`config.mk`:
```
export PLATFORM = sky130hd
export DESIGN_NAME = fetch_unit
export DESIGN_NICKNAME = d
export VERILOG_FILES = /design/src/rtl/fetch_unit.sv
export SDC_FILE = /design/constraint.sdc
export NUM_CORES = 1
export LEC_CHECK = 0
export ABC_CLOCK_PERIOD_IN_PS = 3030
export BUFFER_PORTS_ARGS = -buffer_cell sky130_fd_sc_hd__buf_2
export CORE_MARGIN = 2
export CORE_UTILIZATION = 42
export DETAILED_ROUTE_END_ITERATION = 7
export PLACE_DENSITY = 0.68
export SLEW_MARGIN = 10
export SYNTH_ARGS = -nofsm -noshare
export SYNTH_HDL_FRONTEND = slang
export SYNTH_SLANG_ARGS = --single-unit
```
`constraint.sdc`:
```
create_clock -name clk -period 3.03 [get_ports clk]
set_clock_uncertainty 0.15 [all_clocks]
set_input_delay 0 -clock clk [delete_from_list [all_inputs] [get_ports clk]]
set_output_delay 0 -clock clk [all_outputs]
set_load 0.1 [all_outputs]
```
`src/rtl/fetch_unit.sv`:
```
// Instruction-fetch front end: PC register, credit-limited imem requests, response FIFO to decode.
// Optional perf counters (perf_fetched_o / perf_flushed_o) are built when FETCH_PERF_CNT_EN is defined.
package pc_mux_pkg;
  typedef enum logic [1:0] {
    SEL_PC_NONE   = 2'd0,
    SEL_PC_PLUS4  = 2'd1,
    SEL_PC_BRANCH = 2'd2,
    SEL_PC_JUMP   = 2'd3
  } sel_pc_t;
endpackage

module fetch_unit
  import pc_mux_pkg::*;
#(
  parameter logic [31:0] RESET_PC   = 32'h0000_0000,
  parameter int          FIFO_DEPTH = 2
) (
  input  logic        clk,
  input  logic        rst,
  input  logic        fetch_stall_i,
  input  logic [1:0]  pc_sel_i,
  input  logic        br_taken_i,
  input  logic [31:0] next_pc_i,
  output logic        imem_req_o,
  output logic [31:0] imem_addr_o,
  input  logic        imem_ready_i,
  input  logic        imem_rvalid_i,
  input  logic [31:0] imem_rdata_i,
  output logic        inst_valid_o,
  output logic [31:0] inst_o,
  output logic [31:0] inst_pc_o,
  input  logic        inst_ready_i
`ifdef FETCH_PERF_CNT_EN
  ,
  output logic [31:0] perf_fetched_o,
  output logic [31:0] perf_flushed_o
`endif
);

  localparam int CW = $clog2(FIFO_DEPTH + 1);
  localparam logic [CW:0] DEPTH_C = (CW+1)'(FIFO_DEPTH);

  typedef struct packed {
    logic [31:0] inst;
    logic [31:0] pc;
  } fq_ent_t;

  // Both queues are shift registers with the head at index 0.
  fq_ent_t [FIFO_DEPTH-1:0]        fq_q, fq_d;
  logic    [FIFO_DEPTH-1:0][31:0]  tag_q, tag_d;
  logic    [CW-1:0] fcnt_q, fcnt_d, outst_q, outst_d, drop_q, drop_d;
  logic    [CW-1:0] fq_wr_idx, tag_wr_idx;
  logic    [31:0]   pc_q, pc_d;

  logic redirect, credit_ok, req, acc, rsp, drop_rsp, push, pop;
  logic unused_pc_lo;

  assign unused_pc_lo = ^next_pc_i[1:0];

  assign redirect  = (pc_sel_i == SEL_PC_JUMP) |
                     ((pc_sel_i == SEL_PC_BRANCH) & br_taken_i);
  assign credit_ok = ({1'b0, outst_q} + {1'b0, fcnt_q}) < DEPTH_C;
  assign req       = ~rst & ~fetch_stall_i & ~redirect & credit_ok;
  assign acc       = req & imem_ready_i;
  assign rsp       = imem_rvalid_i & (outst_q != '0);
  // A response landing in the redirect cycle belongs to the old path too.
  assign drop_rsp  = rsp & (redirect | (drop_q != '0));
  assign push      = rsp & ~drop_rsp;
  assign pop       = (fcnt_q != '0) & inst_ready_i & ~redirect;

  assign fq_wr_idx  = fcnt_q - CW'(pop);
  assign tag_wr_idx = outst_q - CW'(rsp);

  always_comb begin
    fq_d   = fq_q;
    fcnt_d = fcnt_q;
    if (redirect) begin
      fcnt_d = '0;
    end else begin
      // Shift only when another entry follows, so an emptied head keeps its last value.
      if (pop && fcnt_q > CW'(1)) begin
        for (int i = 0; i < FIFO_DEPTH-1; i++) fq_d[i] = fq_q[i+1];
      end
      for (int i = 0; i < FIFO_DEPTH; i++) begin
        if (push && fq_wr_idx == CW'(i)) fq_d[i] = '{inst: imem_rdata_i, pc: tag_q[0]};
      end
      fcnt_d = fcnt_q + CW'(push) - CW'(pop);
    end
  end

  always_comb begin
    tag_d = tag_q;
    if (rsp) begin
      for (int i = 0; i < FIFO_DEPTH-1; i++) tag_d[i] = tag_q[i+1];
    end
    for (int i = 0; i < FIFO_DEPTH; i++) begin
      if (acc && tag_wr_idx == CW'(i)) tag_d[i] = pc_q;
    end
    outst_d = outst_q + CW'(acc) - CW'(rsp);
  end

  always_comb begin
    drop_d = drop_q;
    pc_d   = pc_q;
    if (redirect) begin
      drop_d = outst_q - CW'(rsp);
      pc_d   = {next_pc_i[31:2], 2'b00};
    end else begin
      if (rsp && drop_q != '0) drop_d = drop_q - CW'(1);
      if (acc) pc_d = pc_q + 32'd4;
    end
  end

  always_ff @(posedge clk) begin
    if (rst) begin
      pc_q    <= RESET_PC;
      fq_q    <= '0;
      tag_q   <= '0;
      fcnt_q  <= '0;
      outst_q <= '0;
      drop_q  <= '0;
    end else begin
      pc_q    <= pc_d;
      fq_q    <= fq_d;
      tag_q   <= tag_d;
      fcnt_q  <= fcnt_d;
      outst_q <= outst_d;
      drop_q  <= drop_d;
    end
  end

  assign imem_req_o   = req;
  assign imem_addr_o  = pc_q;
  assign inst_valid_o = (fcnt_q != '0);
  assign inst_o       = fq_q[0].inst;
  assign inst_pc_o    = fq_q[0].pc;

`ifdef FETCH_PERF_CNT_EN
  logic [31:0] fetched_q, flushed_q;

  always_ff @(posedge clk) begin
    if (rst) begin
      fetched_q <= '0;
      flushed_q <= '0;
    end else begin
      fetched_q <= fetched_q + 32'(pop);
      flushed_q <= flushed_q + (redirect ? 32'(fcnt_q) : 32'd0) + 32'(drop_rsp);
    end
  end

  assign perf_fetched_o = fetched_q;
  assign perf_flushed_o = flushed_q;
`else
  // Counters absent in this build.
`endif

endmodule

```
==> metrics.md <==
| Metric | Value |
|---|---|
| Status | finished clean |
| Register area share after synthesis | a little under half |
| Seq pwr share | 41.1% |
| Setup TNS | 0 ns |
| Die width | around 150 um |
| DRC viols | 0 |
| Starting Density | a little over two fifths |
| Diodes inserted | 0 |
| Clock buffer depth | 3 |
| Core Box Area | roughly 22,000 um2 |
| Drt wl/cell | about 15 um |
| Final std cells w/o fill | ~1,600 |
| Root Buffer | clkbuf_16 |
| Sw Share | 32.03% |
| Clock Sinks | between 200 and 250 |
| Clock network power share | between 30% and 40% |
| Startpoint types | flop |
| Number of library cell types mapped by synthesis | about 50 |
| Initial antenna violation count | 0 |
| Share of cells above drive strength 1 | a little under a fifth |
| Final min period | just under 3 ns |
| Largest net degree at the start of global routing | 72 |
| Crit share post-route | between 90% and 100% |
| Buffers on Ports | 164 |
| Avg Synthesized Cell Area | roughly 8.2 um2 |
| Largest area contributor in the netlist | dfxtp_1 |
| Dpl cells | between 1,000 and 1,500 |
| Hold path depth | 4 |
| DRT Wirelength | around 24,000 um |
| Most frequent cells in the layout | 287 x nand2_1, 217 x dfxtp_1, 173 x a21oi_1 |
| Crit. End Element | flop |
| Mapped Area | approximately 9500 um2 |
| Hold Path Class | in -> reg |
| Filler Cell Count | roughly 2,000 |
| Mapped Cells | between 1,000 and 1,500 |
| Total grt overflow | 0 |
| Critical path fanouts, max | 6 |
| # Max-Cap Violations | 0 |
| Nets | ~1,400 |
| DP HPWL | approximately 15,000 um |
| Area growth, synth to finish | 25.05% |
| Internal | 5.268 mW |
| All-Layer GR Usage | approximately 19% |
| Final setup fails | 0 |
| Max_slew headroom | roughly half |
| Required time of the critical path | between 3 and 4 ns |
| Most common cell after layout, fill and taps aside | nand2_1 |
| Worst hold margin | 0.1130 ns |
| Reg clk slew, reported paths | approximately 0.060 ns |
| Die Span Y | between 150 and 200 um |
| WP data arrival | 3.20 ns |
| First-pass GRT wire length | about 39,000 um |
| TritonRoute pass-1 iters | 5 |
| Total power | around 7.7 mW |
| Vias per cell | between 5 and 6 |
| ANT nets after route | 0 |
| TritonCTS clock tree | done |
| Vias in the first global route | 7,886 |
| Final hold violations | 0 |
| Comb pwr share | between 20% and 30% |
| LEAKAGE | 4.622 nW |
| DP Area | 10,080 um2 |
| TritonCTS Buffers | 25 |
| Synth top area cells | dfxtp_1 47%, nand2_1 11%, a21oi_1 9.2% |
| Power per cell area | 655.8 nW/um2 |
| Reg2Reg Depth | 9 |
| I/O Pins | roughly 170 |
| Worst vdd ir | roughly 380 uV |
| Iter 0 DRT Violations | approximately 530 |
| Slew Viols, Final | 0 |
| Seq cells post-synth | 220 |
| Fraction of synthesized cell area taken by the top area cell type | about 47% |
| Setup CP Type | reg -> reg |
| Fmax achieved | around 340 MHz |
| Switch Pwr | 2.482 mW |
| Die Area | 23,720 um2 |
| Syn. warnings | 0 |
| Design area | 11,820 um2 |
| Worst-Margin Slew | approximately 0.75 ns |
| # rows | 54 |
| Placer Congestion | between 0.8 and 0.9 |
| Postcts setup bufs | 0 |
| Clk_lat worst skew | slightly above 0.5 ns |
| H-tree levels | 1 |
| Vias | approximately 8,400 |
==> through the flow <==
step / setup WS, ns / util, %
after floorplan: 0.1786 / -
after global placement: 0.2366 / 45.90
after detailed placement: 0.2023 / 45.90
after CTS: 0.02565 / 53.76
after global routing: -0.01072 / 53.82
final: 0.1212 / 53.82
==> flip-flops by register name, indices dropped and copies added, names as in the netlist <==
signal and flops:
inst_o 32, fcnt_q 2, imem_addr_o 30, fq_q 62
outst_q 2, tag_q 60, drop_q 2, inst_pc_o 30
==> power by group through the flow <==
| stage | Combinational, mW | Sequential [mW] | Clock (mW) |
|---|---|---|---|
| final | 1.64 | 3.19 | 2.92 |
| after global placement | 1.55 | 3.24 | 0 |
| after detailed placement | 1.56 | 3.24 | 0 |
| after CTS | 1.64 | 3.18 | 2.99 |
| after floorplan | 1.11 | 3.40 | 0 |
| after global routing | 1.74 | 3.20 | 3.10 |
==> cells in the mapped netlist, drive strengths merged <==
cell type  instances
a211oi            14
a21o               1
a21oi            173
a22oi             62
a311o              1
a311oi             2
a31oi              3
a41o               1
a41oi              1
and2               7
and3               8
and4               6
buf               72
clkbuf            77
conb               1
dfxtp            220
fa                 1
ha                 6
inv               11
mux2               6
mux2i             28
nand2            287
nand3             19
nand4              5
nor2              33
nor2b              4
nor3               7
nor3b              2
nor4               8
nor4bb             1
o2111a             1
o2111ai            1
o211ai             3
o21a               1
o21ai             27
o31ai             16
or2                1
or3                4
or3b               1
or4                3
xnor2             22
xor2               4
==> worst max-delay path, stage by stage (launching register included) <==
cell	delay [ns]
dfxtp_2	0.39
and2_1	0.17
fa_1	0.48
nor4_4	0.27
buf_4	0.17
and2_1	0.19
buf_4	0.17
nand2_1	0.06
a311oi_1	0.23
dlygate4sd3_1	0.57
==> per-layer routing <==
metal / global-route usage, % / share of wire, % / wire length, um
met1: 27.89 / 48 / 11510
met2: 31.13 / 45 / 10800
met3: 2.988 / 5.9 / 1416
met4: 4.228 / 1.3 / 318
met5: 0 / 0 / 0
==> cell families (layout without fill, tap and decap cells) <==
group / count (synthesis) / count (layout) / synth area share (%)
AND/OR/NAND/NOR: 396 / 396 / 17.97
AO/OA/AOI/OAI: 307 / 307 / 19.20
flip-flops: 220 / 220 / 46.60
buffers and inverters: 160 / 328 / 9.096
multiplexers: 34 / 34 / 3.681
XOR/XNOR: 26 / 26 / 2.410
adder cells (fa/ha/maj): 7 / 7 / 1.006
other: 1 / 4 / 0.03968
==> cell type report <==
class                      count  area (um2)  area share [%]
clock inverter                 5       61.31          0.5188
sequential                   220        4408           37.30
multi-input combinational    774        4258           36.03
timing repair buffer         277        1956           16.55
tap                          280       350.3           2.965
inverter                      11       41.29          0.3494
clock buffer                  35       743.2           6.289
==> final timing paths <==
kind	start	end	slack [ns]
worst min register to register	inst_pc_o[6]	inst_pc_o[6]	0.30
worst max-delay path	outst_q[0]	imem_addr_o[3]	0.12
worst min-delay path	next_pc_i[24]	imem_addr_o[24]	0.11
worst max register to register	outst_q[0]	imem_addr_o[3]	0.12
==> repair_timing <==
action | CTS | global route
endpoints found under the hold margin | 111 | 0
hold buffers | 92 | 0
gates resized for setup | 0 | 4
endpoints found under the setup margin | 0 | 3
(Power assumes the default switching activity.)
